[config.mk]
export PLATFORM = sky130hd
export DESIGN_NAME = clk_gen_multi
export DESIGN_NICKNAME = d
export VERILOG_FILES = /design/src/rtl/clk_gen_multi.sv
export SDC_FILE = /design/constraint.sdc
export NUM_CORES = 1
export LEC_CHECK = 0
export CORE_MARGIN = 2
export CORE_UTILIZATION = 39
export DETAILED_ROUTE_END_ITERATION = 7
export PLACE_DENSITY = 0.67
export REMOVE_ABC_BUFFERS = 1
export SLEW_MARGIN = 20
export SYNTH_ARGS = -nofsm -noshare
export SYNTH_HDL_FRONTEND = slang
export SYNTH_SLANG_ARGS = --single-unit
[constraint.sdc]
create_clock -name clk -period 6.75 [get_ports clk]
set_clock_uncertainty 0.1 [all_clocks]
set_input_delay 1.0125 -clock clk [delete_from_list [all_inputs] [get_ports clk]]
set_output_delay 1.0125 -clock clk [all_outputs]
set_load 0.01 [all_outputs]
[src/rtl/clk_gen_multi.sv]
// rtl/clk_gen_multi.sv - NCHAN programmable clock dividers with run/pause/single-step control
// Optional step_key debouncer is built when CLK_GEN_DEBOUNCE_EN is defined.
module clk_gen_multi #(
  parameter int NCHAN           = 2,
  parameter int DIV_W           = 26,
  parameter int SYNC_STAGES     = 2,
  parameter int DEBOUNCE_CYCLES = 1000000
) (
  input  logic                   clk,
  input  logic                   reset,
  input  logic [NCHAN*DIV_W-1:0] div,
  input  logic [1:0]             mode,
  input  logic                   step_key,
  output logic [NCHAN-1:0]       tick,
  output logic [NCHAN-1:0]       clk_div,
  output logic [NCHAN-1:0]       busy,
  output logic                   step_ack
);

  typedef enum logic [1:0] {
    MODE_RUN   = 2'b00,
    MODE_PAUSE = 2'b01,
    MODE_STEP  = 2'b10,
    MODE_RSVD  = 2'b11
  } mode_t;

  mode_t                  w_mode;
  logic                   w_is_run;
  logic                   w_is_step;
  logic                   w_key_level;
  logic                   w_step_req;
  logic                   w_accept;
  logic [DIV_W-1:0]       w_deff [NCHAN];
  logic [NCHAN-1:0]       w_wrap;
  logic [NCHAN-1:0]       w_half;
  logic [NCHAN-1:0]       w_active;
  logic [NCHAN-1:0]       w_advance;

  logic [DIV_W-1:0]       r_cnt    [NCHAN];
  logic [DIV_W-1:0]       r_shadow [NCHAN];
  logic [NCHAN-1:0]       r_tick;
  logic [NCHAN-1:0]       r_clk_div;
  logic [NCHAN-1:0]       r_busy;
  logic                   r_step_ack;
  logic [SYNC_STAGES-1:0] r_sync;
  logic                   r_key_d;

  assign w_mode    = mode_t'(mode);
  assign w_is_run  = (w_mode == MODE_RUN);
  assign w_is_step = (w_mode == MODE_STEP);

  always_ff @(posedge clk) begin
    if (reset) begin
      r_sync <= '0;
    end else begin
      r_sync <= {r_sync[SYNC_STAGES-2:0], step_key};
    end
  end

`ifdef CLK_GEN_DEBOUNCE_EN
  localparam int DB_W = $clog2(DEBOUNCE_CYCLES + 1);

  logic [DB_W-1:0] r_db_cnt;
  logic            r_db_level;

  // The accepted level only flips after the new level has held for DEBOUNCE_CYCLES clocks.
  always_ff @(posedge clk) begin
    if (reset) begin
      r_db_cnt   <= '0;
      r_db_level <= 1'b0;
    end else if (r_sync[SYNC_STAGES-1] == r_db_level) begin
      r_db_cnt <= '0;
    end else if (r_db_cnt == DB_W'(DEBOUNCE_CYCLES - 1)) begin
      r_db_cnt   <= '0;
      r_db_level <= r_sync[SYNC_STAGES-1];
    end else begin
      r_db_cnt <= r_db_cnt + DB_W'(1);
    end
  end

  assign w_key_level = r_db_level;
`else
  logic w_unused_db;
  assign w_unused_db = (DEBOUNCE_CYCLES > 0);
  assign w_key_level = r_sync[SYNC_STAGES-1];
`endif

  always_ff @(posedge clk) begin
    if (reset) begin
      r_key_d <= 1'b0;
    end else begin
      r_key_d <= w_key_level;
    end
  end

  assign w_step_req = w_key_level & ~r_key_d;

  always_comb begin
    for (int i = 0; i < NCHAN; i++) begin
      w_deff[i]    = (r_shadow[i] == '0) ? DIV_W'(1) : r_shadow[i];
      w_wrap[i]    = (r_cnt[i] >= w_deff[i] - DIV_W'(1));
      w_half[i]    = (r_cnt[i] >= (w_deff[i] >> 1));
      // A channel left mid-period by RUN finishes that period in STEP.
      w_active[i]  = r_busy[i] | (r_cnt[i] != '0);
      w_advance[i] = w_is_run | (w_is_step & w_active[i]);
    end
  end

  assign w_accept = w_is_step & w_step_req & ~(|w_active);

  always_ff @(posedge clk) begin
    if (reset) begin
      r_tick     <= '0;
      r_clk_div  <= '0;
      r_busy     <= '0;
      r_step_ack <= 1'b0;
      for (int i = 0; i < NCHAN; i++) begin
        r_cnt[i]    <= '0;
        r_shadow[i] <= div[i*DIV_W +: DIV_W];
      end
    end else begin
      r_step_ack <= w_accept;
      for (int i = 0; i < NCHAN; i++) begin
        if (w_advance[i]) begin
          r_tick[i]    <= w_wrap[i];
          r_clk_div[i] <= w_half[i];
          if (w_wrap[i]) begin
            r_cnt[i]    <= '0;
            r_shadow[i] <= div[i*DIV_W +: DIV_W];
          end else begin
            r_cnt[i] <= r_cnt[i] + DIV_W'(1);
          end
        end else begin
          r_tick[i] <= 1'b0;
          if (w_is_step) begin
            r_clk_div[i] <= 1'b0;
          end
        end

        if (w_is_run) begin
          r_busy[i] <= 1'b0;
        end else if (w_is_step) begin
          r_busy[i] <= w_active[i] ? ~w_wrap[i] : w_accept;
        end
      end
    end
  end

  assign tick     = r_tick;
  assign clk_div  = r_clk_div;
  assign busy     = r_busy;
  assign step_ack = r_step_ack;

endmodule
==> results.toml <==
[run_status]
status = "finished clean"

[pwr]
p_per_area_nw_per_um2 = 221
p_leak_nw = 3.88
p_total_w = 0.00215
peakVddDrop_mv = 0.155

[yosys]
synth_edf_count = 104
ys_ff_latch = 114
syn_area_per_cell_um2 = 9.62
ys_warn_count = 0
syn-cell-area_um2 = 8140
synth_top_area_cell = "edfxtp_1"
seq_area_frac_synth = 0.408
ys_async_sr_fraction = 0
synth_cells = 847
ys.flop_type = "edfxtp_1"
synth.distinct_cells = 48
synthTopCellsByCount = "108 x ha_1, 104 x edfxtp_1, 103 x nor2_1"
synth_area_leaders = "edfxtp_1 38%, ha_1 17%, xnor2_1 7.2%"
yosysMostFrequentCell = "ha_1"
yosysTopAreaCellShare = 0.383

[min_path]
holdPathEnd = "r_sync[1]"
min_from = "r_sync[0]"
hold_path.class = "flip-flop to flip-flop"
worstHoldPathCells = 1

[finish]
area_delta_synth_final_pct = 19.6
final_cell_count_no_fill = 1206
drive_above_1_share = 0.0545
fill_cells = 1875
nets = 1088
fin_util = 0.478
fin_area_um2 = 9740
diodes = 0

[detailed_routing]
dr.pass1.iters = 8
avgRoutedWirePerCell_um = 16.1
drt-total-wl_mm = 19.4
viasPerCell = 5.39
drtIter0Drc = 455
vias = 6503
ant_nets = 0
drc = 0

[floorplan]
rows = 52
core_um2 = 20400
ioPinCount = 64
initial_core_util = 0.400
dieArea_um2 = 22100
die_h_um = 149
die_w_um = 149

[global_route]
grt_pass1_wl_mm = 31.9
antenna_found_initial = 0
track_usage = 0.183
grt_pass1_vias = 6252
grt-ovfl-total = 0
grt_max_degree = 28

[critical_path]
arrival_ns = 5.82
worstPathMaxFanout = 25
worstSetupStartpointType = "flip-flop"
cp.required_ns = 6.77
reg2regPathDepth = 20
path_buf_inv = 1
path_cells = "nor4_1, nand4_1, or2_2, nor3_1, buf_4, nor2_1, ha_1, or3b_2, nand4b_1, or3_1, nor2_1, nand2_1, xnor2_1, ha_1, nand4_1, nor4_1, a22oi_1, o211ai_1, nand3b_1, nor2_1"
cp_top_family = "simple AND/OR/NAND/NOR gates"
r2r_end = "r_cnt[0][18]"
slowest_delay_ns = 0.78
r2r_start = "r_shadow[0][1]"
end_kind = "flip-flop"
cp_slowest_cell = "nand3b_1"
r2r_slack_ns = 0.95
path_class = "flip-flop to flip-flop"
worst_path_most_repeated_cell = "nor2_1"

[timing]
hold_viol_final = 0
setup_tns_ns = 0
rsz0062_at_grt = "no"
finalSetupViolCount = 0
fmaxAchievable_mhz = 172
final_max_slew_viol_count = 0
tightest_slew_ns = 1.04
maxSlewHeadroom = 0.306
fin_crit_sh = 0.860
period_minus_slack_ns = 5.80

[clock_tree]
cts_resized = 0
htreeDepth = 4
cts.clk_slew.worst_paths_ns = 0.05
cts_buffers = 17
cts_root_buf = "clkbuf_16"
cts-hold-fix-buffers = 0
clk_latency_ns = 0.42
cts_tree = "yes"
cts_setup_buffers = 0
cts.sinks = 114
clk_path_buf_depth = 2

[placement]
placed_cell_area_um2 = 9120
dp_hpwl_mm = 14.7
portBuffers = 63
place_inst = 1174
gp_congestion = 0.891

[job]
maxCapViolations = 0
-- cells in the final DEF, fill, tap and decap left out, drive strengths merged, types with 8 or more instances in the layout --
cell,synthesis,routed
a211oi,8,8
a21o,11,11
a21oi,47,47
and3,11,11
clkbuf,12,17
clkdlybuf4s50,0,63
dfxtp,10,10
edfxtp,104,104
ha,108,108
inv,63,64
nand2,78,78
nand3,37,37
nand4,27,27
nor2,103,103
nor3,28,28
nor4,22,22
o21ai,20,20
xnor2,67,67
xor2,23,23
-- cell type report --
type	count	area [µm²]	share of cell area
Clock buffer	17	425	0.0437
Clock inverter	15	190	0.0195
Inverter	63	236	0.0243
Multi-Input combinational cell	658	4550	0.467
Sequential cell	114	3320	0.341
Tap cell	270	338	0.0347
Timing Repair Buffer	69	676	0.0694
-- how the worst max path moves through the flow --
stage	slack (ns)	to	from	depth (start not counted)
5_1_grt	0.45	r_cnt[0][23]	r_shadow[0][1]	20
2_1_floorplan	1.16	r_shadow[0][0]	r_shadow[0][1]	18
6_report	0.95	r_cnt[0][18]	r_shadow[0][1]	20
3_5_place_dp	1.02	r_cnt[0][18]	r_shadow[0][1]	20
4_1_cts	0.98	r_cnt[0][18]	r_shadow[0][1]	20
3_3_place_gp	1.07	r_shadow[0][0]	r_shadow[0][1]	20
-- logic make-up (layout without fill, tap and decap cells) --
kind of cell,count (synthesis),count (layout),synth area share
multiplexers,1,1,0.00123
AND/OR/NAND/NOR,354,354,0.216
buffers and inverters,75,164,0.0346
XOR/XNOR,90,90,0.0968
adder cells (fa/ha/maj),108,108,0.166
flip-flops,114,114,0.408
AO/OA/AOI/OAI,105,105,0.0779
-- metrics by stage --
| stage | setup WS (ns) | hold WS (ns) |
|---|---|---|
| 2_1_floorplan | 1.16 | 0.314 |
| 3_3_place_gp | 1.07 | 0.317 |
| 3_5_place_dp | 1.02 | 0.325 |
| 4_1_cts | 0.985 | 0.338 |
| 5_1_grt | 0.453 | 0.343 |
| 6_report | 0.946 | 0.336 |
-- routing by layer --
metal | routed length [µm] | global-route usage
met3 | 973 | 0.0433
met1 | 9050 | 0.244
met2 | 9070 | 0.301
met5 | 0 | 0
met4 | 264 | 0.0448
-- sequential cells by signal (all words and copies together) (netlist names) --
signal	count
r_sync	2
tick	2
step_ack	1
r_cnt	52
r_shadow	52
r_key_d	1
busy	2
clk_div	2
-- where the power goes --
part	total [W]	internal, W	switching, W
registers	0.000902	0.000828	0.0000733
clock network	0.000946	0.000614	0.000332
logic	0.000305	0.000144	0.000161
total	0.00215	0.00159	0.000566
(Power assumes the default switching activity.)
